[src/rtl/imem_fetch_ctrl_if.sv]
// rtl/imem_fetch_ctrl_if.sv - fetch/decode/instruction-memory signal bundle for imem_fetch_ctrl
// master = fetch controller side, slave = memory/decode/control side.
interface imem_fetch_ctrl_if #(
   parameter int ADDR_W = 6,
   parameter int DATA_W = 32
);
   logic [ADDR_W-1:0] imem_addr;
   logic [DATA_W-1:0] imem_data;
   logic              inst_valid;
   logic              inst_ready;
   logic [DATA_W-1:0] inst_out;
   logic [ADDR_W+1:0] inst_pc;
   logic              redirect_valid;
   logic [ADDR_W+1:0] redirect_pc;
   logic              resume;
   logic              halted;

   modport master (
      output imem_addr,
      input  imem_data,
      output inst_valid,
      input  inst_ready,
      output inst_out,
      output inst_pc,
      input  redirect_valid,
      input  redirect_pc,
      input  resume,
      output halted
   );

   modport slave (
      input  imem_addr,
      output imem_data,
      input  inst_valid,
      output inst_ready,
      input  inst_out,
      input  inst_pc,
      output redirect_valid,
      output redirect_pc,
      output resume,
      input  halted
   );
endinterface

[src/rtl/imem_fetch_ctrl.sv]
// rtl/imem_fetch_ctrl.sv - instruction fetch sequencer with prefetch FIFO, redirect flush and EBREAK halt
// Optional IMEM_FETCH_PERF_EN adds saturating fetch/stall counters.
module imem_fetch_ctrl #(
   parameter int ADDR_W     = 6,
   parameter int DATA_W     = 32,
   parameter int FIFO_DEPTH = 2,
   parameter int RESET_PC   = 0
) (
   input  logic                clk,
   input  logic                rst,
   imem_fetch_ctrl_if.master   fetch_if
`ifdef IMEM_FETCH_PERF_EN
   ,
   output logic [15:0]         perf_fetch_cnt,
   output logic [15:0]         perf_stall_cnt
`endif
);

   localparam int PTR_W = (FIFO_DEPTH > 1) ? $clog2(FIFO_DEPTH) : 1;
   localparam int CNT_W = PTR_W + 1;
   localparam logic [CNT_W-1:0]  DEPTH_C  = CNT_W'(FIFO_DEPTH);
   localparam logic [DATA_W-1:0] EBREAK_C = DATA_W'(32'h00100073);

   typedef enum logic {ST_RUN, ST_HALT} state_e;

   state_e            state_q, state_d;
   logic [ADDR_W-1:0] pc_q, pc_d;
   logic [PTR_W-1:0]  rd_ptr_q, rd_ptr_d;
   logic [PTR_W-1:0]  wr_ptr_q, wr_ptr_d;
   logic [CNT_W-1:0]  cnt_q, cnt_d;
   logic [DATA_W-1:0] data_q [FIFO_DEPTH];
   logic [ADDR_W-1:0] addr_q [FIFO_DEPTH];

   logic full, pop, push, is_ebreak, redirect;
   logic unused_redirect_lsb;

   assign redirect            = fetch_if.redirect_valid;
   assign unused_redirect_lsb = ^fetch_if.redirect_pc[1:0];

   always_comb begin
      full      = (cnt_q == DEPTH_C);
      pop       = (cnt_q != '0) && fetch_if.inst_ready;
      // A pop at the same edge frees the slot, so a full FIFO still streams one per cycle.
      push      = (state_q == ST_RUN) && !redirect && (!full || pop);
      is_ebreak = (fetch_if.imem_data == EBREAK_C);

      state_d  = state_q;
      pc_d     = pc_q;
      rd_ptr_d = rd_ptr_q;
      wr_ptr_d = wr_ptr_q;
      cnt_d    = cnt_q;

      if (redirect) begin
         pc_d     = fetch_if.redirect_pc[ADDR_W+1:2];
         rd_ptr_d = '0;
         wr_ptr_d = '0;
         cnt_d    = '0;
      end else begin
         if (push) begin
            pc_d     = pc_q + ADDR_W'(1);
            wr_ptr_d = wr_ptr_q + PTR_W'(1);
         end
         if (pop) begin
            rd_ptr_d = rd_ptr_q + PTR_W'(1);
         end
         cnt_d = cnt_q + CNT_W'(push) - CNT_W'(pop);
      end

      case (state_q)
         ST_RUN: begin
            if (push && is_ebreak) begin
               state_d = ST_HALT;
            end
         end
         ST_HALT: begin
            if (fetch_if.resume) begin
               state_d = ST_RUN;
            end
         end
         default: state_d = ST_RUN;
      endcase
   end

   always_ff @(posedge clk or posedge rst) begin
      if (rst) begin
         state_q  <= ST_RUN;
         pc_q     <= ADDR_W'(RESET_PC);
         rd_ptr_q <= '0;
         wr_ptr_q <= '0;
         cnt_q    <= '0;
      end else begin
         state_q  <= state_d;
         pc_q     <= pc_d;
         rd_ptr_q <= rd_ptr_d;
         wr_ptr_q <= wr_ptr_d;
         cnt_q    <= cnt_d;
      end
   end

   // Storage is cleared on reset so the head reads as zero until the first push.
   always_ff @(posedge clk or posedge rst) begin
      if (rst) begin
         for (int i = 0; i < FIFO_DEPTH; i++) begin
            data_q[i] <= '0;
            addr_q[i] <= '0;
         end
      end else if (push) begin
         data_q[wr_ptr_q] <= fetch_if.imem_data;
         addr_q[wr_ptr_q] <= pc_q;
      end
   end

   assign fetch_if.imem_addr  = pc_q;
   assign fetch_if.inst_valid = (cnt_q != '0);
   assign fetch_if.inst_out   = data_q[rd_ptr_q];
   assign fetch_if.inst_pc    = {addr_q[rd_ptr_q], 2'b00};
   assign fetch_if.halted     = (state_q == ST_HALT);

`ifdef IMEM_FETCH_PERF_EN
   logic stall;
   assign stall = (state_q == ST_RUN) && full && !pop;

   always_ff @(posedge clk or posedge rst) begin
      if (rst) begin
         perf_fetch_cnt <= '0;
         perf_stall_cnt <= '0;
      end else begin
         if (push && (perf_fetch_cnt != 16'hFFFF)) begin
            perf_fetch_cnt <= perf_fetch_cnt + 16'd1;
         end
         if (stall && (perf_stall_cnt != 16'hFFFF)) begin
            perf_stall_cnt <= perf_stall_cnt + 16'd1;
         end
      end
   end
`endif

endmodule

[src/flat_wrapper.sv]
// flat-port wrapper written by rule: the top's interface ports become plain ports
module imem_fetch_ctrl_flat 
#(
   parameter int ADDR_W     = 6,
   parameter int DATA_W     = 32,
   parameter int FIFO_DEPTH = 2,
   parameter int RESET_PC   = 0
)
  (clk, rst, fetch_if_imem_addr, fetch_if_imem_data, fetch_if_inst_valid, fetch_if_inst_ready, fetch_if_inst_out, fetch_if_inst_pc, fetch_if_redirect_valid, fetch_if_redirect_pc, fetch_if_resume, fetch_if_halted);
  imem_fetch_ctrl_if #(.ADDR_W(ADDR_W), .DATA_W(DATA_W)) fetch_if_i ();
  input  logic clk;
  input  logic rst;
  output wire logic [$bits(fetch_if_i.imem_addr)-1:0] fetch_if_imem_addr;
  input wire logic [$bits(fetch_if_i.imem_data)-1:0] fetch_if_imem_data;
  output wire logic [$bits(fetch_if_i.inst_valid)-1:0] fetch_if_inst_valid;
  input wire logic [$bits(fetch_if_i.inst_ready)-1:0] fetch_if_inst_ready;
  output wire logic [$bits(fetch_if_i.inst_out)-1:0] fetch_if_inst_out;
  output wire logic [$bits(fetch_if_i.inst_pc)-1:0] fetch_if_inst_pc;
  input wire logic [$bits(fetch_if_i.redirect_valid)-1:0] fetch_if_redirect_valid;
  input wire logic [$bits(fetch_if_i.redirect_pc)-1:0] fetch_if_redirect_pc;
  input wire logic [$bits(fetch_if_i.resume)-1:0] fetch_if_resume;
  output wire logic [$bits(fetch_if_i.halted)-1:0] fetch_if_halted;
  assign fetch_if_imem_addr = fetch_if_i.imem_addr;
  assign fetch_if_i.imem_data = fetch_if_imem_data;
  assign fetch_if_inst_valid = fetch_if_i.inst_valid;
  assign fetch_if_i.inst_ready = fetch_if_inst_ready;
  assign fetch_if_inst_out = fetch_if_i.inst_out;
  assign fetch_if_inst_pc = fetch_if_i.inst_pc;
  assign fetch_if_i.redirect_valid = fetch_if_redirect_valid;
  assign fetch_if_i.redirect_pc = fetch_if_redirect_pc;
  assign fetch_if_i.resume = fetch_if_resume;
  assign fetch_if_halted = fetch_if_i.halted;
  imem_fetch_ctrl #(.ADDR_W(ADDR_W), .DATA_W(DATA_W), .FIFO_DEPTH(FIFO_DEPTH), .RESET_PC(RESET_PC)) u_core (.clk(clk), .rst(rst), .fetch_if(fetch_if_i));
endmodule
[config.mk]
export PLATFORM = sky130hd
export DESIGN_NAME = imem_fetch_ctrl_flat
export DESIGN_NICKNAME = d
export VERILOG_FILES = /design/src/rtl/imem_fetch_ctrl_if.sv /design/src/rtl/imem_fetch_ctrl.sv /design/src/flat_wrapper.sv
export SDC_FILE = /design/constraint.sdc
export NUM_CORES = 1
export LEC_CHECK = 0
export CORE_MARGIN = 3
export CORE_UTILIZATION = 27
export DETAILED_ROUTE_END_ITERATION = 10
export GPL_TIMING_DRIVEN = 1
export SETUP_SLACK_MARGIN = 0.05
export SLEW_MARGIN = 20
export SYNTH_ARGS = -nofsm -noshare
export SYNTH_HDL_FRONTEND = slang
export SYNTH_SLANG_ARGS = --single-unit
[constraint.sdc]
create_clock -name clk -period 2.45 [get_ports clk]
set_input_delay 0.3675 -clock clk [delete_from_list [all_inputs] [get_ports clk]]
set_output_delay 0.3675 -clock clk [all_outputs]
set_load 0.01 [all_outputs]
# Word level (Yosys, flattened, before mapping)
# Index checks and enable logic that the tools add are counted.
dict set report op_classes {
  n_addsub 5
  n_lt_le_gt_ge 3
  n_eq_ne 2
  mux 22
  n_bitwise 3
  n_reduce_logical 11
}
# operator n
set ops {}
lappend ops {{32-bit 2-to-1 mux} 4}
lappend ops {{64-bit bitwise mux} 1}
lappend ops {{6-bit 2-to-1 mux} 6}
lappend ops {{32-bit demux with 1-bit select} 1}
lappend ops {{32-bit by 21-bit equality test with 1-bit output (second input constant)} 1}
lappend ops {{12-bit bitwise mux} 1}
lappend ops {{6-bit by 1-bit adder with 6-bit output (second input constant)} 1}
lappend ops {{6-bit demux with 1-bit select} 1}
lappend ops {{1-bit 2-to-1 mux} 6}
lappend ops {{2-bit nonzero test} 3}
lappend ops {{1-bit logical AND} 5}
lappend ops {{2-bit greater-or-equal comparator (second input constant)} 2}
lappend ops {{1-bit NOT with 2-bit output} 2}
lappend ops {{1-bit adder (second input constant)} 2}
lappend ops {{2-bit by 1-bit adder with 2-bit output} 1}
lappend ops {{2-bit equality test (second input constant)} 1}
lappend ops {{1-bit zero test} 2}
lappend ops {{2-bit by 1-bit < comparator with 1-bit output (second input constant)} 1}
lappend ops {{2-bit 2-to-1 mux} 1}
lappend ops {{1-bit one-hot mux with 2 select lines} 1}
lappend ops {{2-bit by 1-bit subtractor with 2-bit output} 1}
lappend ops {{1-bit logical OR} 1}
lappend ops {{1-bit NOT} 1}
dict set report word_totals {
  regBits 87
  in_bits 45
  out_inout_bits 48
}

# Depth between registers and ports, before layout
dict set report depth {
  ltp_word 7
  mapped_depth 8
  ltp_nobuf 7
}

# Worst setup path before layout
# Ideal clock, no wire load.
dict set report synth_path {
  path_kind {register to register}
  start {register u_core.state_q, in the netlist u_core.fetch_if.halted}
  end {register u_core.data_q[32] (netlist name)}
  arrival_time_ps 1638
  required_time_ps 2325
  setup_slack_ps 687
  stages_incl_launch_ff 6
  path_buffers 3
  cell_sequence {dfrtp_1 -> clkbuf_1 -> nor4_1 -> buf_2 -> buf_2 -> mux2_2}
}
dict set report synth_between {
  elab_chain_len 3
}
# element line
set synth_lines {}
lappend synth_lines {{start, declared} imem_fetch_ctrl.sv:26} ;# state_e state_q, state_d;
lappend synth_lines {{start signal, assigned} imem_fetch_ctrl.sv:92} ;# state_q <= state_d;
lappend synth_lines {{1-bit NOT} imem_fetch_ctrl.sv:44} ;# push = (state_q == ST_RUN) && !redirect && (!full || pop);
lappend synth_lines {{1-bit logical AND (2 in series)} imem_fetch_ctrl.sv:44}
lappend synth_lines {{end signal, assigned by index} imem_fetch_ctrl.sv:108} ;# data_q[wr_ptr_q] <= fetch_if.imem_data;
lappend synth_lines {{end, declared} imem_fetch_ctrl.sv:31} ;# logic [DATA_W-1:0] data_q [FIFO_DEPTH];
# Every way passes these cells.
# A chain may end at the register's enable or synchronous reset.

# Worst setup path in the final report
dict set report layout_path {
  start {register u_core.rd_ptr_q}
  end {output fetch_if_inst_out[27]}
}
dict set report layout_between {
  elab_chain_len 4
}
# element line
set layout_lines {}
lappend layout_lines {{start, declared} imem_fetch_ctrl.sv:28} ;# logic [PTR_W-1:0] rd_ptr_q, rd_ptr_d;
lappend layout_lines {{start signal, assigned} imem_fetch_ctrl.sv:94} ;# rd_ptr_q <= rd_ptr_d;
lappend layout_lines {{1-bit NOT with 2-bit output (not written as such)} imem_fetch_ctrl.sv:115} ;# assign fetch_if.inst_out = data_q[rd_ptr_q];
lappend layout_lines {{32-bit 2-to-1 mux (not written as such) (3 in series)} imem_fetch_ctrl.sv:115}
lappend layout_lines {{end, declared} flat_wrapper.sv:17} ;# output wire logic [$bits(fetch_if_i.inst_out)-1:0] fetch_if_inst_out;
# Every way passes these cells. The select of a mux whose other input is x is not followed.

==> results.cfg <==
[outcome]
outcome = complete, no violations

[placed_design]
portBuffers = 88
place_inst = 549
dp_hpwl_mm = 6.21
preCtsSetupSlack_ps = 110
place_congestion = 0.747

[cts]
clockBufferDepth = 2
cts-root-buf = clkbuf_16
numCtsBuffers = 9
cts_sinks = 87
cts_tree = done
insertion_delay_ps = 340
ctsHtreeMaxLevel = 3
ctsHoldBuffers = 0
clk_pin_slew_ps = 60

[detailed_routing]
wl_mm = 9.38
vias_per_cell = 4.62
drtPass1Iterations = 4
drt_iter0_markers = 129
wl_per_cell_um = 16.6
drc = 0
ant_nets = 0
vias = 2611

[sta]
setup_tns_ps = 0
period_minus_slack_ps = 2230
slew_headroom_pct = 51.6
setup_viol = 0
fmax_mhz = 448
tightest_slew_ps = 726
fin_skew_ps = 9.89
drv_slew = 0
finalHoldViolations = 0
min_period_over_period_pct = 91.2
rsz0062_at_grt = false
whs_ps = 461
setup_slack_ps = 216

[critical_path]
cp.arrival_ps = 1870
slowest_stage = clkdlybuf4s50_1
path_buf_inv = 2
cp-start-kind = register
max_stage_delay_ps = 550
path_class = register to output port
cp-end-kind = output port
critical_path.cell_chain = buf_6 > mux2_2 > clkdlybuf4s50_1
regToRegSetupSlack_ps = 450
worst_path_dominant_cell_family = buffers and inverters
required_ps = 2080
critPathMaxFanout = 23

[synth]
async_flop_share_pct = 100
ys_ff_latch = 87
ys_warn_count = 0
synth_ff_type = dfrtp_1
netlist_top_cells_area = dfrtp_1 (53%), mux2_2 (26%), mux2_4 (7.3%)
synth_edf_count = 0
synth.top_cell.area_share_pct = 53.2
syn_avg_cell_area_um2 = 14.3
syn_area_um2 = 4090
yosysSeqAreaShare_pct = 53.2
ys_types = 38
postSynthCellCount = 287
synth_area_leader_cell = dfrtp_1

[cells_and_area]
num-nets-final = 424
drive_gt1_share_pct = 37.8
fin_cells = 565
syn_to_final_growth_pct = 34.3
antenna_cells = 0

[pwr]
ir_drop_mv = 0.712
p_leak_nw = 2.23
power-per-cell-area_nw_per_um2 = 1200

[global_routing]
grt_use_total_pct = 12.2
grt_pass1_wl_mm = 15.7
grt_max_degree = 88
grt_pass1_vias = 2877
grt_overflow = 0
antenna_found_initial = 0

[run]
drv_cap = 0

[die]
die_x_um = 129
dieHeight_um = 129
initial_utilization_pct = 27.8
die_area_um2 = 16700
io_pins = 93
std_cell_rows = 44
core_area_um2 = 14700

[min_path]
min_path_type = input port to async pin
==> timing repair <==
item                       4_1_cts  5_1_grt
buffers inserted                 0        0
gates resized for setup          0        1
setup endpoints to repair        0        1
==> sequential cells by signal, indices dropped and copies added (netlist names) <==
| name | count |
|---|---|
| u_core.addr_q | 12 |
| u_core.cnt_q | 2 |
| u_core.data_q | 64 |
| u_core.fetch_if.halted | 1 |
| u_core.fetch_if.imem_addr | 6 |
| u_core.rd_ptr_q | 1 |
| u_core.wr_ptr_q | 1 |
==> kinds of logic (layout without fill, tap and decap cells) <==
| kind of cell | Yosys count | in the layout | synth area share (%) |
|---|---|---|---|
| compound gates | 14 | 14 | 2.35 |
| xor+xnor | 2 | 2 | 0.428 |
| fa+ha+maj | 3 | 3 | 0.918 |
| buf+inv | 25 | 118 | 3.64 |
| flops | 87 | 87 | 53.2 |
| mux | 114 | 114 | 33.2 |
| other cells | 1 | 2 | 0.0917 |
| simple gates | 41 | 41 | 6.15 |
==> stage by stage <==
step	cell area, um2	utilization [%]	power [W]
6_report	5500	37.4	0.00661
5_1_grt	5500	37.4	0.00706
4_1_cts	5490	37.4	0.00672
3_5_place_dp	5170	35.2	0.00519
3_3_place_gp	5170	35.2	0.00513
2_1_floorplan	4100	-	0.00398
==> final timing paths <==
kind / from / endpoint / cells past startpoint
max reg2reg: u_core.fetch_if.halted$_DFF_PP0_ / u_core.addr_q[5]$_DFFE_PP0P_ / 3
max: u_core.rd_ptr_q$_DFFE_PP0P_ / fetch_if_inst_out[27] / 3
min: rst / u_core.addr_q[0]$_DFFE_PP0P_ / 3
min in group clk: u_core.data_q[16]$_DFFE_PP0P_ / u_core.data_q[16]$_DFFE_PP0P_ / 1
max in group asynchronous: rst / u_core.rd_ptr_q$_DFFE_PP0P_ / 3
min reg2reg: u_core.data_q[16]$_DFFE_PP0P_ / u_core.data_q[16]$_DFFE_PP0P_ / 1
==> final cells by class <==
| class | instances | area (um2) |
|---|---|---|
| clock inverters | 7 | 95.1 |
| well taps | 184 | 230 |
| inverters | 7 | 30.0 |
| multi-input cells | 176 | 1780 |
| clock buffers | 9 | 225 |
| fillers | 1418 | 9200 |
| flip-flops and latches | 87 | 2180 |
| repair buffers | 95 | 962 |
==> per-layer routing <==
metal	vias up	GRT usage [%]	part of all wire, %
met5	-	0	0
met4	0	3.95	1.6
met3	15	4.66	5.5
met2	65	18.7	46
met1	1310	16.0	47
li1	1221	-	-
==> report_power, final <==
group	total [W]	internal [W]	switching (W)
logic	0.00276	0.00177	0.000992
registers	0.00237	0.00204	0.000323
clock network	0.00148	0.000895	0.000585
total	0.00661	0.00471	0.00190
==> tightest hold or removal path: cells and delay by family <==
family   cells  cell delay [ps]
buf+inv      3              860
==> cells in the mapped netlist, drive strengths merged (2+ instances only) <==
cell,count
nor4,4
or3,2
nand2,5
dfrtp,87
inv,7
mux2,114
buf,11
or2,2
o21ai,3
nor2,6
nand3,5
ha,3
or4,2
nor4b,4
a31oi,3
clkbuf,7
nand4,3
o311ai,3
==> cell usage in the layout (no fill, tap or decap), types with 2 or more instances in the layout <==
| cell | n |
|---|---|
| mux2_4 | 20 |
| clkinv_2 | 2 |
| bufinv_16 | 2 |
| inv_1 | 6 |
| o21ai_0 | 3 |
| conb_1 | 2 |
| nand4_1 | 3 |
| buf_12 | 2 |
| or3_1 | 2 |
| clkinvlp_4 | 2 |
| nor4_1 | 3 |
| nor2_1 | 6 |
| clkdlybuf4s50_1 | 88 |
| nand3_1 | 5 |
| nand2_1 | 5 |
| a31oi_1 | 3 |
| or4_1 | 2 |
| nor4b_1 | 4 |
| dfrtp_1 | 86 |
| or2_2 | 2 |
| mux2_2 | 94 |
| buf_4 | 4 |
| ha_1 | 3 |
| o311ai_0 | 3 |
| clkbuf_16 | 9 |
Power figures use the tool's default switching activity.
